**src/rtl/uart_rx_deserializer_if.sv**
```systemverilog
// Write-side bundle between the UART receive deserializer and its FIFO.
// The deserializer drives the strobe, data and status; the FIFO returns full.
interface uart_rx_deserializer_if #(
  parameter int DATA_BITS = 8
);
  logic                 full_i;
  logic                 wr_o;
  logic [DATA_BITS-1:0] data_o;
  logic                 frame_error_o;
  logic                 parity_error_o;
  logic                 overrun_o;
  logic                 busy_o;

  modport master (
    input  full_i,
    output wr_o,
    output data_o,
    output frame_error_o,
    output parity_error_o,
    output overrun_o,
    output busy_o
  );

  modport slave (
    output full_i,
    input  wr_o,
    input  data_o,
    input  frame_error_o,
    input  parity_error_o,
    input  overrun_o,
    input  busy_o
  );
endinterface

```
**src/rtl/uart_rx_deserializer.sv**
```systemverilog
// UART receive deserializer: oversampled start/data/parity/stop framing,
// one write strobe per good character plus framing/parity/overrun pulses.
module uart_rx_deserializer #(
  parameter int CLKS_PER_BIT = 16,
  parameter int DATA_BITS    = 8,
  parameter int PARITY_EN    = 0,
  parameter int PARITY_ODD   = 0
) (
  input  logic clk_i,
  input  logic rst_ni,
  input  logic rx_i,
  uart_rx_deserializer_if.master fifo
);

  localparam int HALF = CLKS_PER_BIT / 2;
  localparam int CW   = $clog2(CLKS_PER_BIT);
  localparam int BW   = $clog2(DATA_BITS + 3);

  localparam logic [CW-1:0] SAMPLE_AT = CW'(HALF - 1);
  localparam logic [CW-1:0] CNT_MAX   = CW'(CLKS_PER_BIT - 1);
  localparam logic [BW-1:0] LAST_BIT  = BW'(DATA_BITS);
  localparam logic          ODD       = 1'(PARITY_ODD);

  typedef enum logic [2:0] {
    S_IDLE,
    S_START,
    S_DATA,
    S_PARITY,
    S_STOP,
    S_BREAK
  } state_e;

  state_e               state_q, state_d;
  logic                 sync1_q, rx_s_q;
  logic [CW-1:0]        cnt_q, cnt_d;
  logic [BW-1:0]        bit_q, bit_d;
  logic [DATA_BITS-1:0] shift_q, shift_d;
  logic [DATA_BITS-1:0] data_q, data_d;
  logic                 par_ok_q, par_ok_d;
  logic                 wr_q, wr_d;
  logic                 fe_q, fe_d;
  logic                 pe_q, pe_d;
  logic                 sample;

  assign sample = (cnt_q == SAMPLE_AT);

  always_comb begin
    state_d  = state_q;
    cnt_d    = (cnt_q == CNT_MAX) ? '0 : cnt_q + 1'b1;
    bit_d    = bit_q;
    shift_d  = shift_q;
    data_d   = data_q;
    par_ok_d = par_ok_q;
    wr_d     = 1'b0;
    fe_d     = 1'b0;
    pe_d     = 1'b0;
    unique case (state_q)
      S_IDLE: begin
        cnt_d = '0;
        bit_d = '0;
        if (!rx_s_q) state_d = S_START;
      end
      S_START: begin
        if (sample) begin
          if (rx_s_q) begin
            state_d = S_IDLE;
          end else begin
            state_d  = S_DATA;
            bit_d    = BW'(1);
            par_ok_d = 1'b1;
          end
        end
      end
      S_DATA: begin
        if (sample) begin
          shift_d = {rx_s_q, shift_q[DATA_BITS-1:1]};
          bit_d   = bit_q + 1'b1;
          if (bit_q == LAST_BIT)
            state_d = (PARITY_EN != 0) ? S_PARITY : S_STOP;
        end
      end
      S_PARITY: begin
        if (sample) begin
          par_ok_d = (rx_s_q == ((^shift_q) ^ ODD));
          bit_d    = bit_q + 1'b1;
          state_d  = S_STOP;
        end
      end
      S_STOP: begin
        // Hold STOP for the strobe cycle, then leave on the recorded outcome.
        if (wr_q || pe_q) begin
          state_d = S_IDLE;
        end else if (fe_q) begin
          state_d = S_BREAK;
        end else if (sample) begin
          if (!rx_s_q) begin
            fe_d = 1'b1;
          end else if (par_ok_q) begin
            wr_d   = 1'b1;
            data_d = shift_q;
          end else begin
            pe_d = 1'b1;
          end
        end
      end
      S_BREAK: begin
        if (rx_s_q) state_d = S_IDLE;
      end
      default: state_d = S_IDLE;
    endcase
  end

  always_ff @(posedge clk_i or negedge rst_ni) begin
    if (!rst_ni) begin
      sync1_q  <= 1'b1;
      rx_s_q   <= 1'b1;
      state_q  <= S_IDLE;
      cnt_q    <= '0;
      bit_q    <= '0;
      shift_q  <= '0;
      data_q   <= '0;
      par_ok_q <= 1'b1;
      wr_q     <= 1'b0;
      fe_q     <= 1'b0;
      pe_q     <= 1'b0;
    end else begin
      sync1_q  <= rx_i;
      rx_s_q   <= sync1_q;
      state_q  <= state_d;
      cnt_q    <= cnt_d;
      bit_q    <= bit_d;
      shift_q  <= shift_d;
      data_q   <= data_d;
      par_ok_q <= par_ok_d;
      wr_q     <= wr_d;
      fe_q     <= fe_d;
      pe_q     <= pe_d;
    end
  end

  assign fifo.wr_o           = wr_q;
  assign fifo.data_o         = data_q;
  assign fifo.frame_error_o  = fe_q;
  assign fifo.parity_error_o = pe_q;
  assign fifo.overrun_o      = wr_q & fifo.full_i;
  assign fifo.busy_o         = (state_q != S_IDLE);

endmodule
```
**src/flat_wrapper.sv**
```systemverilog
// flat-port wrapper written by rule: the top's interface ports become plain ports
module uart_rx_deserializer_flat 
#(
  parameter int CLKS_PER_BIT = 16,
  parameter int DATA_BITS    = 8,
  parameter int PARITY_EN    = 0,
  parameter int PARITY_ODD   = 0
)
  (clk_i, rst_ni, rx_i, fifo_full_i, fifo_wr_o, fifo_data_o, fifo_frame_error_o, fifo_parity_error_o, fifo_overrun_o, fifo_busy_o);
  uart_rx_deserializer_if #(.DATA_BITS(DATA_BITS)) fifo_i ();
  input  logic clk_i;
  input  logic rst_ni;
  input  logic rx_i;
  input wire logic [$bits(fifo_i.full_i)-1:0] fifo_full_i;
  output wire logic [$bits(fifo_i.wr_o)-1:0] fifo_wr_o;
  output wire logic [$bits(fifo_i.data_o)-1:0] fifo_data_o;
  output wire logic [$bits(fifo_i.frame_error_o)-1:0] fifo_frame_error_o;
  output wire logic [$bits(fifo_i.parity_error_o)-1:0] fifo_parity_error_o;
  output wire logic [$bits(fifo_i.overrun_o)-1:0] fifo_overrun_o;
  output wire logic [$bits(fifo_i.busy_o)-1:0] fifo_busy_o;
  assign fifo_i.full_i = fifo_full_i;
  assign fifo_wr_o = fifo_i.wr_o;
  assign fifo_data_o = fifo_i.data_o;
  assign fifo_frame_error_o = fifo_i.frame_error_o;
  assign fifo_parity_error_o = fifo_i.parity_error_o;
  assign fifo_overrun_o = fifo_i.overrun_o;
  assign fifo_busy_o = fifo_i.busy_o;
  uart_rx_deserializer #(.CLKS_PER_BIT(CLKS_PER_BIT), .DATA_BITS(DATA_BITS), .PARITY_EN(PARITY_EN), .PARITY_ODD(PARITY_ODD)) u_core (.clk_i(clk_i), .rst_ni(rst_ni), .rx_i(rx_i), .fifo(fifo_i));
endmodule
```
**config.mk**
```make
export PLATFORM = sky130hd
export DESIGN_NAME = uart_rx_deserializer_flat
export DESIGN_NICKNAME = d
export VERILOG_FILES = /design/src/rtl/uart_rx_deserializer_if.sv /design/src/rtl/uart_rx_deserializer.sv /design/src/flat_wrapper.sv
export SDC_FILE = /design/constraint.sdc
export NUM_CORES = 1
export LEC_CHECK = 0
export BUFFER_PORTS_ARGS = -buffer_cell sky130_fd_sc_hd__buf_2
export CAP_MARGIN = 25
export CORE_ASPECT_RATIO = 0.9
export CORE_MARGIN = 1.5
export CORE_UTILIZATION = 57
export CTS_CLUSTER_SIZE = 28
export DETAILED_ROUTE_END_ITERATION = 10
export PLACE_DENSITY_LB_ADDON = 0.12
export SKIP_LAST_GASP = 1
export SYNTH_ARGS = -nofsm -noshare
export SYNTH_HDL_FRONTEND = slang
export SYNTH_SLANG_ARGS = --single-unit
```
**constraint.sdc**
```tcl
create_clock -name clk_i -period 2.4 [get_ports clk_i]
set_input_delay 0.24 -clock clk_i [delete_from_list [all_inputs] [get_ports clk_i]]
set_output_delay 0.24 -clock clk_i [all_outputs]
set_load 0.03 [all_outputs]
```
## Word-level counts from Yosys, hierarchy flattened

Index checks and enable logic that the tools add are counted.
Widths: inputs -> output; s select.

| storage, ports and cells | value |
|---|---|
| input bits | 4 |
| RAM bits | 0 |
| word-level logic and storage cells | 83 |
| memories kept | 0 |
| memory bits (read-only) | 0 |
| register bits after elaboration | 33 |
| output and inout bits | 13 |
| latch bits | 0 |

| cells by class | value |
|---|---|
| shifts and indexed selects | 0 |
| bitwise operators | 3 |
| mux-type cells | 37 |
| reductions and logical operators | 12 |
| multipliers | 0 |
| $lt $le $gt $ge | 0 |
| $add $sub $neg | 2 |
| equal/unequal tests | 18 |
| div/mod/pow operators | 0 |

Operators by type and width:

| operator | number |
|---|---|
| $mux 3 | 8 |
| $mux 1 | 20 |
| $mux 4 | 5 |
| $pmux 3 s6 | 1 |
| $ne 2x1->1 const B | 6 |
| $pmux 4 s3 | 1 |
| $add 4x1->4 const B | 2 |
| $eq 4x4->1 const B | 2 |
| $reduce_and 4->1 | 2 |
| $reduce_xor 8->1 | 1 |
| $reduce_and 7->1 | 1 |
| $eq 3x2->1 const B | 2 |
| $eq 3x3->1 const B | 2 |
| $reduce_and 6->1 | 1 |
| $reduce_bool 3->1 | 2 |
| $eq 4x3->1 const B | 1 |
| $ne 2x2->1 const B | 2 |
| $eq 3x1->1 const B | 1 |
| $logic_not 3->1 | 1 |
| $ne 3x1->1 const B | 1 |
| $mux 2 | 1 |
| $not 1->1 | 2 |
| $pmux 1 s2 | 1 |
| $reduce_and 2->1 | 1 |
| other kinds (5) | 5 |

## Longest topological paths before layout

Gate-level depths: netlist of run 1.

| logic depth | value |
|---|---|
| depth in word-level cells | 6 |
| mapped depth | 6 |

## Worst setup path after synthesis of run 1

No wires, ideal clock.

| path | value |
|---|---|
| kind | register to register |
| start point | register u_core.cnt_q[0] |
| end point | register u_core.state_q[1] |
| buffers on the path | 1 |
| data arrival time | 1.703 ns |
| cell stages (with the launch flop) | 7 |
| path slack | 0.570 ns |
| required time | 2.272 ns |
| path through | dfrtp_1 -> ha_1 -> and3b_1 -> buf_4 -> a21boi_1 -> o311ai_2 -> mux2_1 |

| between the ends | value |
|---|---|
| word-level cells in the longest chain between the ends | 3 |

Ends and longest elaborated chain:

| element | RTL line | text |
|---|---|---|
| from (decl) | uart_rx_deserializer.sv:35 | `logic [CW-1:0] cnt_q, cnt_d;` |
| from (signal assigned) | uart_rx_deserializer.sv:130 | `cnt_q <= cnt_d;` |
| $eq 4x3->1 (*) | uart_rx_deserializer.sv:45 | `assign sample = (cnt_q == SAMPLE_AT);` |
| $ne 2x1->1 (no source line) | -- |  |
| $reduce_and 7->1 (no source line) (*) | -- |  |
| to (signal assigned) | uart_rx_deserializer.sv:129 | `state_q <= state_d;` |
| to (decl) | uart_rx_deserializer.sv:33 | `state_e state_q, state_d;` |

Every way passes the cells marked *; elsewhere a longest branch is shown, timed or not.
A chain may end at the register's enable or synchronous reset.

## Worst setup path in the final report of run 1

| path | value |
|---|---|
| start point | register u_core.state_q[2] |
| end point | output fifo_busy_o |

| between the ends | value |
|---|---|
| word-level cells in the longest chain between the ends | 1 |

Ends and longest elaborated chain:

| element | RTL line | text |
|---|---|---|
| $reduce_bool 3->1 | uart_rx_deserializer.sv:146 | `assign fifo.busy_o = (state_q != S_IDLE);` |
| to (decl) | flat_wrapper.sv:20 | `output wire logic [$bits(fifo_i.busy_o)-1:0] fifo_busy_o;` |

Every way passes these cells.

==> summary.md, run 1 <==
| Metric | Value |
|---|---|
| Htree depth | 2 |
| Die width | a little under 60 um |
| Reg2Reg Setup Slack | around 0.5 ns |
| Mux cell area share after synthesis | 0.1457 |
| Seq/Total Area, Yosys | 0.5220 |
| Drt pass-1 iters | 4 |
| Sw Ratio | 0.3546 |
| Syn Inst Count | ~130 |
| Sequential share of power | 0.499 |
| Area occupied by multi-input gates | roughly 710 um^2 |
| PD cells | ~860 mW/mm^2 |
| Cells on worst reg2reg path | 4 |
| Core ar. | 0.002552 mm^2 |
| Clock-pin slew on the worst setup and hold paths | approximately 0.10 ns |
| Critical Path Source | u_core.state_q[2] |
| Synth Area in Simple Gates | 0.1409 |
| Ys async rst share | 1.000 |
| Vias | ~1000 |
| Total GRT Usage | 0.2135 |
| Post-Synth XOR/XNOR Area | 0.05276 |
| Post-DP HPWL | 1891 um |
| Die ar. | approximately 0.0031 mm^2 |
| PortBufs | 16 |
| Critical path endpoint | fifo_busy_o |
| Cts repair resizes | 0 |
| DRT Wirelength | ~2800 um |
| Fin. max-slew vios | 0 |
| Drt initial violations | 42 |
| Peak supply drop | just over 0.0006 V |
| GP Congestion | around 0.77 |
| Compound-gate portion of the synthesized area | 0.08661 |
| Syn avg cell area | 12.51 um^2 |
| Slew @ Worst Pin | around 0.72 ns |
| Setup Crit Path Kind | register to primary output |
| Reg-to-Reg End | u_core.state_q[1] |
| Worst R2R Start | u_core.state_q[1] |
| Clock Latency Late Sink | 0.34 ns |
| Fin Setup TNS | 0 ns |
| Setup WS pre-CTS | roughly 0.53 ns |
| Row Count | 17 |
| Clk pwr share | 0.239 |
| Initial cell density of the core | 0.6225 |
| RSZ-0062 raised after global routing | false |
| Post-DR vias/cell | approximately 5.9 |
| NetSw | 0.5381 mW |
| Setup ws final | 0.4357 ns |
| Fmax | between 500 and 600 MHz |
| Synth Area in Adders | 0.02362 |
| Pint | 0.9792 mW |
| Startpoint Class | register |
| Period utilization | 0.8185 |
| Req. time, crit path | 2.16 ns |
| Final hold violation count | 0 |
| Post-synth EDFFs | 0 |
| Outcome | finished clean |
| Number of distinct library cells after synthesis | 42 |
| Root buffer cell | clkbuf_4 |
| Total power | 1.517 mW |
| Max Root-Sink Buffers | 2 |
| Crit path DAT | between 1.5 and 2 ns |
| Finished Layout Cells | 177 |
| Hold depth | 0 |
| Initial antenna violation count | 0 |
| Cell Area, Synth | 0.001589 mm^2 |
| Dpl cells | roughly 170 |
| Fillers | between 150 and 200 |
| Routed WL per cell | 15.85 um |
| Worst slew margin | 0.5210 |
| Commonest non-fill, non-tap cell in the layout | dfrtp_1 |
| # setup viols final | 0 |
| DRC viols | 0 |
| Area grow syn2layout | 11.50% |
| Hold Crit Class | register to register |
| CTS tree | yes |
| Grt total ovfl | 0 |
| Routed Antenna Nets | 0 |
| Vias in the first global route | 978 |
| CTS sink cnt | 33 |
| Register bit total from synthesis | 33 |
| Max-cap violations | 0 |
| Leakage | 0.8928 nW |
| Max FO, Critical Path | 15 |
| Post-layout net count | about 160 |
| Share of layout cells above drive strength 1 | 0.3087 |
| Yosys warning count | 0 |
| Largest net degree at the start of global routing | 34 |
| Worst setup EP type | primary output |
| Most used DFF post-synth | dfrtp_1 |
| Final Critical Period | 1.964 ns |
| # diodes | 0 |
| Post-CTS Setup Bufs | 0 |
| Most frequent cells in the layout | dfrtp_1, buf_2, mux2_4, mux2_2, nor2_1 |
| Io pins | 17 |
| Syn_nets | 134 |
| Final Skew | 0.008745 ns |
| CTS buffer count | 5 |
| First-pass GRT wire length | 4712 um |
| Storage element area | ~830 um^2 |
| Largest family of logic cells by synthesized area | multiplexers |
| Die Ht | 53.09 um |
| Gate power share | 0.262 |
per-stage QoR:
step	hold slack, ns	cell area, um^2	utilization
3_3_place_gp	0.3255	1682	0.6588
2_1_floorplan	-0.05559	1589	-
6_report	0.3640	1772	0.6941
4_1_cts	0.3658	1772	0.6941
3_5_place_dp	0.3285	1682	0.6588
5_1_grt	0.3671	1772	0.6941
Yosys cell counts (all sizes together), types with 2 or more instances:
| cell | instances | area share |
|---|---|---|
| nand3b | 4 | 0.019 |
| o21ai | 6 | 0.019 |
| dfstp | 3 | 0.050 |
| nand2 | 4 | 0.0094 |
| o31ai | 2 | 0.0094 |
| clkbuf | 2 | 0.0047 |
| dfrtp | 30 | 0.47 |
| a21oi | 3 | 0.0094 |
| nand3 | 3 | 0.017 |
| nor2b | 2 | 0.0079 |
| xnor2 | 6 | 0.033 |
| mux2 | 17 | 0.14 |
| or3b | 2 | 0.011 |
| buf | 2 | 0.0094 |
| ha | 3 | 0.024 |
| inv | 6 | 0.014 |
| nor3 | 2 | 0.0063 |
| o311ai | 2 | 0.016 |
| nor2 | 7 | 0.017 |
| nand2b | 4 | 0.016 |
worst max-delay path, cell delays in order (launching register included):
cell and delay, ns:
dfrtp_1 0.55, nor3_1 0.56, inv_1 0.08, buf_2 0.19
flip-flops by register name, summed over array words and instances, names as in the netlist, 3 cells and up:
register and flops:
u_core.fifo.data_o 8, u_core.bit_q 4, u_core.cnt_q 4, u_core.shift_q 8, u_core.state_q 3
final cells by class:
cell class | count | share of cell area
clock buffers | 7 | 0.03672
multi-input cells | 84 | 0.4032
inverters | 6 | 0.01271
well taps | 28 | 0.01977
flip-flops and latches | 33 | 0.4682
clock inverters | 1 | 0.002825
repair buffers | 18 | 0.05650
metal layers:
layer  wire length (um)  vias up  track usage
met5                  0        -            0
met4                 48        0      0.09091
met3                123        5      0.08068
met2               1244       25       0.2903
met1               1390      515       0.3022
li1                   -      491            -
worst min-delay path by stage:
stage / to / from
after detailed placement: u_core.bit_q[1] / rst_ni
after global placement: u_core.bit_q[1] / rst_ni
after CTS: u_core.rx_s_q / u_core.sync1_q
after floorplan: u_core.bit_q[0] / rst_ni
after global routing: u_core.rx_s_q / u_core.sync1_q
final: u_core.rx_s_q / u_core.sync1_q
kinds of logic after synthesis:
family	count (synthesis)
muxes	18
adders and majority gates	3
and+or+nand+nor	35
AOI/OAI and AO/OA	20
buffers and inverters	10
xor gates and xnor gates	8
DFF	33
what timing repair did:
action / in CTS / in global routing
endpoints found under the hold margin: 31 / 0
hold buffers: 2 / 0
endpoints found under the setup margin: 0 / 0
power by group through the flow:
stage               Sequential [mW]  Combinational (mW)  Clock (mW)
floorplan                     0.716               0.332           0
global placement              0.755               0.377           0
detailed placement            0.762               0.392           0
CTS                           0.752               0.396       0.374
global route                  0.773               0.446       0.394
finish                        0.757               0.397       0.363
Note: power is estimated with default switching activity, not from simulation.
==> run 2, diff against run 1 <==
--- a/config.mk
+++ b/config.mk
@@ -5,11 +5,12 @@
 export SDC_FILE = /design/constraint.sdc
 export NUM_CORES = 1
 export LEC_CHECK = 0
+export ABC_AREA = 1
 export BUFFER_PORTS_ARGS = -buffer_cell sky130_fd_sc_hd__buf_2
 export CAP_MARGIN = 25
 export CORE_ASPECT_RATIO = 0.9
 export CORE_MARGIN = 1.5
-export CORE_UTILIZATION = 57
+export CORE_UTILIZATION = 52
 export CTS_CLUSTER_SIZE = 28
 export DETAILED_ROUTE_END_ITERATION = 10
 export PLACE_DENSITY_LB_ADDON = 0.12
==> constraint.sdc (replaced) <==
create_clock -name clk_i -period 1.8 [get_ports clk_i]
set_input_delay 0.18 -clock clk_i [delete_from_list [all_inputs] [get_ports clk_i]]
set_output_delay 0.18 -clock clk_i [all_outputs]
set_load 0.03 [all_outputs]
==> run 2 against run 1 <==
Die area is 14% higher. Highest routed layer unchanged. Global-route usage is 1.8 points lower. Routed wire length is 2.9% higher. Hold slack worse by 0.0041 ns. Clock power is 30% higher. Combinational power is 72% higher.
==> summary.md, run 2 <==
| Metric | Value |
|---|---|
| Period utilization | 0.8983 |
| Register bit total from synthesis | 33 (unchanged) |
| Final Critical Period | around 1.6 ns |
| CTS buffer count | 5 (unchanged) |
| NetSw | 0.8184 mW (was 0.5381 mW) |
| Startpoint Class | register (unchanged) |
| Cell taking the most area after synthesis | dfrtp_1 (unchanged) |
| Vias | 1255 (was 1036) |
| Post-DP HPWL | 2100 um (was 1891 um) |
| Die width | 62.61 um (was 58.66 um) |
| Crit path DAT | 1.44 ns (was 1.72 ns) |
| Top post-synthesis cells by area | dfrtp_1, nand2_1, inv_1, dfstp_2, o21ai_2 (was dfrtp_1, mux2_4, mux2_2, dfstp_2, xnor2_1) |
| Top cell type's share of synthesized area | 0.4515 (was 0.4724) |
| Most used DFF post-synth | dfrtp_1 (unchanged) |
| Syn avg cell area | 8.527 um^2 (was 12.51 um^2) |
| Initial cell density of the core | 0.5465 (was 0.6225) |
| CTS tree | yes (unchanged) |
| Seq/Total Area, Yosys | 0.4989 (was 0.5220) |
| Compound-gate portion of the synthesized area | 0.1016 (was 0.08661) |
| Max FO, Critical Path | 7 (was 15) |
| Root buffer cell | clkbuf_4 (unchanged) |
| Hold Crit Class | register to register (unchanged) |
| Clock Latency Late Sink | 0.34 ns (about the same) |
| Routed Antenna Nets | 0 (unchanged) |
| Sequential share of power | 0.457 (was 0.499) |
| Outcome | finished clean (unchanged) |
| Gate power share | 0.321 (was 0.262) |
| Final hold violation count | 0 (unchanged) |
| Fin. max-slew vios | 0 (unchanged) |
| Cell Area, Synth | 0.001663 mm^2 (was 0.001589 mm^2) |
| Die ar. | 0.003546 mm^2 (was 0.003114 mm^2) |
| Most frequent cells in the layout | nand2_1, dfrtp_1, inv_1, buf_2, nor2_1 (was dfrtp_1, buf_2, mux2_4, mux2_2, nor2_1) |
| Worst slew margin | 0.5292 (was 0.5210) |
| Clk pwr share | 0.222 (was 0.239) |
| Share of layout cells above drive strength 1 | 0.2202 (was 0.3087) |
| Synth Area in Adders | 0.02257 (was 0.02362) |
| Commonest non-fill, non-tap cell in the layout | nand2_1 (was dfrtp_1) |
| Drt initial violations | 34 (was 42) |
| Count leader, synth | nand2_1 (was dfrtp_1) |
| DRC viols | 0 (unchanged) |
| Vias in the first global route | 1213 (was 978) |
| Io pins | 17 (unchanged) |
| RSZ-0062 raised after global routing | false (unchanged) |
| Max-cap violations | 0 (unchanged) |
| Post-Synth XOR/XNOR Area | 0.01580 (was 0.05276) |
| Syn Inst Count | 195 (was 127) |
| Die Ht | 56.65 um (was 53.09 um) |
| PD cells | 1145 mW/mm^2 (was 856.4 mW/mm^2) |
| Post-synth EDFFs | 0 (unchanged) |
| Post-DR vias/cell | 4.827 (was 5.853) |
| Sw Ratio | 0.3849 (was 0.3546) |
| Syn_nets | 202 (was 134) |
| Peak supply drop | 0.0005285 V (was 0.0006111 V) |
| Row Count | 19 (was 17) |
| Fmax | slightly above 600 MHz |
| Synth Area in Simple Gates | 0.2822 (was 0.1409) |
| Post-CTS Setup Bufs | 0 (unchanged) |
| Slew @ Worst Pin | 0.7062 ns (was 0.7186 ns) |
| Largest net degree at the start of global routing | 34 (unchanged) |
| Initial antenna violation count | 0 (unchanged) |
| Drt pass-1 iters | 4 (unchanged) |
| # setup viols final | 0 (unchanged) |
| Synth top cells by count | nand2_1, dfrtp_1, inv_1 (was dfrtp_1, mux2_2, mux2_4) |
| Core ar. | 0.003043 mm^2 (was 0.002552 mm^2) |
| Total power | 2.126 mW (was 1.517 mW) |
| Final Skew | 0.005439 ns (was 0.008745 ns) |
| Post-layout net count | 224 (was 155) |
| GP Congestion | 0.8623 (was 0.7669) |
| Yosys warning count | 0 (unchanged) |
| Total GRT Usage | 0.1952 (was 0.2135) |
| Area grow syn2layout | 11.66% (was 11.50%) |
| PortBufs | 16 (unchanged) |
| # diodes | 0 (unchanged) |
| Ys async rst share | 1.000 (unchanged) |
| Req. time, crit path | 1.62 ns (was 2.16 ns) |
| CTS sink cnt | 33 (unchanged) |
| Htree depth | 2 (unchanged) |
| Routed WL per cell | 11.11 um (was 15.85 um) |
| Mux cell area share after synthesis | 0 (was 0.1457) |
| Largest family of logic cells by synthesized area | simple AND/OR/NAND/NOR gates (was multiplexers) |
| Number of distinct library cells after synthesis | 27 (was 42) |
| Max Root-Sink Buffers | 2 (unchanged) |
| Fin Setup TNS | 0 ns (unchanged) |
| Grt total ovfl | 0 (unchanged) |
| Setup Crit Path Kind | register to primary output (unchanged) |
| Pint | 1.308 mW (was 0.9792 mW) |
| Worst setup EP type | primary output (unchanged) |
| Clock-pin slew on the worst setup and hold paths | 0.10 ns (about the same) |
| First-pass GRT wire length | 5326 um (was 4712 um) |
| DRT Wirelength | 2888 um (was 2806 um) |
| Leakage | 0.9437 nW (was 0.8928 nW) |
run 2: layout make-up:
class                      count  area [um^2]
inverter                      26        97.59
fill                         298         1186
tap                           42        52.55
timing repair buffer          18        100.1
clock inverter                 1        5.005
sequential                    33        829.5
multi-input combinational    133        706.9
clock buffer                   7        65.06
run 2: what timing repair did:
action / 4_1_cts / 5_1_grt
endpoints found under the setup margin: 0 / 1
gates resized for setup: 0 / 1
hold endpoints to repair: 31 / 0
hold buffers: 2 / 0
run 2: metrics by stage:
stage	area (um^2)	util	setup slack, ns	instances	hold slack [ns]
6_report	1857	0.6102	0.1830	260	0.3599
5_1_grt	1857	0.6102	0.09865	260	0.3642
4_1_cts	1852	0.6086	0.06990	260	0.3612
3_5_place_dp	1762	0.5789	0.2619	250	0.2721
3_3_place_gp	1762	0.5789	0.3319	250	0.2605
2_1_floorplan	1663	-	0.3973	195	-0.1156
run 2: kinds of logic after synthesis:
| group | count (synthesis) |
|---|---|
| adder cells (fa/ha/maj) | 3 |
| XOR/XNOR | 3 |
| AND/OR/NAND/NOR | 101 |
| flip-flops | 33 |
| AO/OA/AOI/OAI | 26 |
| buffers and inverters | 29 |
run 2: per-layer routing:
layer / global-route usage / up-vias / wire [um] / part of all wire
met4: 0.08889 / 0 / 55 / 0.019
met3: 0.06012 / 6 / 106 / 0.037
met1: 0.2405 / 571 / 1276 / 0.44
met2: 0.3164 / 16 / 1450 / 0.50
met5: 0 / - / 0 / 0
li1: - / 662 / - / -
run 2: path summary, 6_finish.rpt:
path | to | depth (start not counted) | slack (ns) | startpoint
min reg2reg | u_core.rx_s_q | 0 | 0.36 | u_core.sync1_q
max | fifo_busy_o | 3 | 0.18 | u_core.state_q[2]
min in group asynchronous | u_core.cnt_q[0] | 2 | 0.42 | rst_ni
max in group asynchronous | u_core.shift_q[6] | 2 | 0.93 | rst_ni
min | u_core.rx_s_q | 0 | 0.36 | u_core.sync1_q
max reg2reg | u_core.bit_q[3] | 8 | 0.25 | u_core.cnt_q[0]
run 2: worst max-delay path, stage by stage, from the launching register on:
cell	delay [ns]
dfrtp_1	0.49
nor3_2	0.30
inv_1	0.12
buf_2	0.19
run 2: power by group through the flow:
stage	logic, mW	registers (mW)	clock network (mW)
5_1_grt	0.790	0.989	0.529
6_report	0.682	0.971	0.472
3_3_place_gp	0.661	0.973	0
3_5_place_dp	0.674	0.980	0
4_1_cts	0.681	0.965	0.493
2_1_floorplan	0.583	0.939	0
==> run 3, diff against run 2 <==
--- a/config.mk
+++ b/config.mk
@@ -7,12 +7,14 @@
 export LEC_CHECK = 0
 export ABC_AREA = 1
 export BUFFER_PORTS_ARGS = -buffer_cell sky130_fd_sc_hd__buf_2
-export CAP_MARGIN = 25
+export CAP_MARGIN = 15
 export CORE_ASPECT_RATIO = 0.9
 export CORE_MARGIN = 1.5
-export CORE_UTILIZATION = 52
+export CORE_UTILIZATION = 54
+export CTS_BUF_LIST = sky130_fd_sc_hd__clkbuf_8
 export CTS_CLUSTER_SIZE = 28
 export DETAILED_ROUTE_END_ITERATION = 10
+export GPL_TIMING_DRIVEN = 0
 export PLACE_DENSITY_LB_ADDON = 0.12
 export SKIP_LAST_GASP = 1
 export SYNTH_ARGS = -nofsm -noshare
==> run 3 against run 2 <==
Routed wire length increased by 6.1%. Critical path depth unchanged. Setup slack improved by 0.030 ns. Hold slack improved by 0.0023 ns. Via count increased by 5.0%. Combinational power increased by 6.9%. Final area increased by 2.2%. Register-to-register slack improved by 0.05 ns. Sequential cell count unchanged. Sequential power decreased by 2%. Largest power group unchanged.
==> summary.md, run 3 (synthesis results as in run 2) <==
| Metric | Value |
|---|---|
| Total power | 2.200 mW (was 2.126 mW) |
| Area grow syn2layout | 14.15% (was 11.66%) |
| PD cells | 1159 mW/mm^2 (was 1145 mW/mm^2) |
| # diodes | 0 (unchanged) |
| Die width | 61.50 um (was 62.61 um) |
| Slew @ Worst Pin | 0.7146 ns (was 0.7062 ns) |
| Crit path DAT | 1.41 ns (was 1.44 ns) |
| Peak supply drop | 0.0006307 V (was 0.0005285 V) |
| Clock Latency Late Sink | 0.29 ns (was 0.34 ns) |
| DRT Wirelength | 3063 um (was 2888 um) |
| Min Hold Slack | 0.3622 ns (was 0.3599 ns) |
| Post-DR vias/cell | 5.050 (was 4.827) |
| GP Congestion | 0.8515 (was 0.8623) |
| Routed WL per cell | 11.74 um (was 11.11 um) |
| Largest net degree at the start of global routing | 34 (unchanged) |
| First-pass GRT wire length | 5368 um (was 5326 um) |
| Placement Cell Area | 0.001793 mm^2 (was 0.001762 mm^2) |
| Worst slew margin | 0.5236 (was 0.5292) |
| Storage element area | 829.5 um^2 (unchanged) |
| Vias in the first global route | 1284 (was 1213) |
| Post-DP HPWL | 2233 um (was 2100 um) |
| Finished Layout Cells | 261 (was 260) |
| Endpoint, Worst Hold | u_core.rx_s_q (unchanged) |
| Commonest non-fill, non-tap cell in the layout | nand2_1 (unchanged) |
| Slowest CP cell | dfrtp_1 (unchanged) |
| Reg-to-Reg End | u_core.bit_q[3] (unchanged) |
| Cells on worst reg2reg path | 8 (unchanged) |
| Root buffer cell | clkbuf_8 (was clkbuf_4) |
| Max FO, Critical Path | 7 (unchanged) |
| Sw Ratio | 0.3822 (was 0.3849) |
| Post-CTS Setup Bufs | 0 (unchanged) |
| Initial antenna violation count | 0 (unchanged) |
| Outcome | finished clean (unchanged) |
| DRC viols | 0 (unchanged) |
| CTS sink cnt | 33 (unchanged) |
| Hold Crit Class | register to register (unchanged) |
| Pint | 1.359 mW (was 1.308 mW) |
| Period utilization | 0.8817 (was 0.8983) |
| Share of layout cells above drive strength 1 | 0.2172 (was 0.2202) |
| Io pins | 17 (unchanged) |
| NetSw | 0.8408 mW (was 0.8184 mW) |
| Hold path start | u_core.sync1_q (unchanged) |
| CTS tree | yes (unchanged) |
| Core ar. | 0.002838 mm^2 (was 0.003043 mm^2) |
| Initial cell density of the core | 0.5860 (was 0.5465) |
| Fillers | 248 (was 298) |
| M1 WL | 1369 um (was 1276 um) |
| Max Used Layer | met4 (unchanged) |
| Startpoint Class | register (unchanged) |
| Grt total ovfl | 0 (unchanged) |
| PortBufs | 16 (unchanged) |
| Fin area | 0.001898 mm^2 (was 0.001857 mm^2) |
| Vias | 1318 (was 1255) |
| Setup ws final | 0.2129 ns (was 0.1830 ns) |
| Area occupied by multi-input gates | 706.9 um^2 (unchanged) |
| Htree depth | 2 (unchanged) |
| Die Ht | 55.65 um (was 56.65 um) |
| Max-cap violations | 0 (unchanged) |
| Fin Setup TNS | 0 ns (unchanged) |
| Max stage delay on crit path | 0.48 ns (was 0.49 ns) |
| Reg2Reg Setup Slack | 0.30 ns (was 0.25 ns) |
| Clk pwr share | 0.235 (was 0.222) |
| Gate power share | 0.331 (was 0.321) |
| Row Count | 18 (was 19) |
| Met2 WL | 1508 um (was 1450 um) |
| Sequential share of power | 0.434 (was 0.457) |
| Met3 wire length | 132 um (was 106 um) |
| Fin. max-slew vios | 0 (unchanged) |
| Post-layout net count | 227 (was 224) |
| Die ar. | 0.003422 mm^2 (was 0.003546 mm^2) |
| Final hold violation count | 0 (unchanged) |
| Final Critical Period | 1.587 ns (was 1.617 ns) |
| Drt pass-1 iters | 4 (unchanged) |
| Setup WS pre-CTS | 0.3048 ns (was 0.2619 ns) |
| # setup viols final | 0 (unchanged) |
| Req. time, crit path | 1.62 ns (about the same) |
| Leakage | 0.9724 nW (was 0.9437 nW) |
| Hold depth | 0 (unchanged) |
| Delay-heaviest family, CP | flip-flops (unchanged) |
| Clock-pin slew on the worst setup and hold paths | 0.07 ns (was 0.10 ns) |
| Critical-path cell list | nor3_2 > inv_1 > buf_2 (unchanged) |
| Dpl cells | 251 (was 250) |
| Final Skew | 0.006610 ns (was 0.005439 ns) |
| Worst R2R Start | u_core.cnt_q[0] (unchanged) |
| Buffers and inverters on the worst path | 2 (unchanged) |
| CTS buffer count | 5 (unchanged) |
| RSZ-0062 raised after global routing | false (unchanged) |
| Most frequent cells in the layout | nand2_1, dfrtp_1, inv_1, buf_2, nor2_1 (unchanged) |
| Routed Antenna Nets | 0 (unchanged) |
| Drt initial violations | 59 (was 34) |
| Post-layout util | 0.6689 (was 0.6102) |
| Max Root-Sink Buffers | 2 (unchanged) |
| Fmax | 630.1 MHz (was 618.4 MHz) |
| Worst setup EP type | primary output (unchanged) |
| Total GRT Usage | 0.2121 (was 0.1952) |
| Setup Crit Path Kind | register to primary output (unchanged) |
## run 3: changes by cell type in the layout (fill, tap and decap cells not counted), sizes merged
cell | previous run | this run
clkbuf | 7 | 5
buf | 16 | 19
inv | 26 | 29
clkinv | 1 | 0
## run 3: layout make-up
class                      instances  share of cell area
buffer                             3             0.01780
clock buffer                       5             0.03626
clock inverter                     3            0.005933
inverter                          26             0.05142
multi-input combinational        133              0.3724
sequential                        33              0.4370
tap                               40             0.02637
timing repair buffer              18             0.05274
## run 3: how the worst max path moves through the flow
stage                                          start                     to  slack (ns)  cells past startpoint
after detailed placement             u_core.cnt_q[0]        u_core.bit_q[3]        0.30                      8
after floorplan           u_core.fifo.parity_error_o  u_core.fifo.data_o[6]        0.40                      7
after global routing               u_core.state_q[2]      u_core.shift_q[5]        0.13                      6
after global placement               u_core.cnt_q[0]        u_core.bit_q[3]        0.35                      8
final                              u_core.state_q[2]            fifo_busy_o        0.21                      3
after CTS                          u_core.state_q[2]            fifo_busy_o        0.10                      3
## run 3: per-layer routing
metal / GRT usage / vias to the layer above
li1: - / 667
met1: 0.2683 / 615
met2: 0.3143 / 29
met3: 0.09302 / 7
met4: 0.08511 / 0
met5: 0 / -
## run 3: timing repair
action	in CTS	in global routing
gates resized for setup	0	1
endpoints found under the hold margin	31	0
setup endpoints to repair	0	1
hold buffers	2	0
## run 3: power groups by stage
stage	clock network, mW	registers (mW)	logic [mW]
global route	0.565	0.970	0.844
floorplan	0	0.939	0.583
global placement	0	0.954	0.691
finish	0.517	0.954	0.729
CTS	0.529	0.949	0.730
detailed placement	0	0.962	0.725
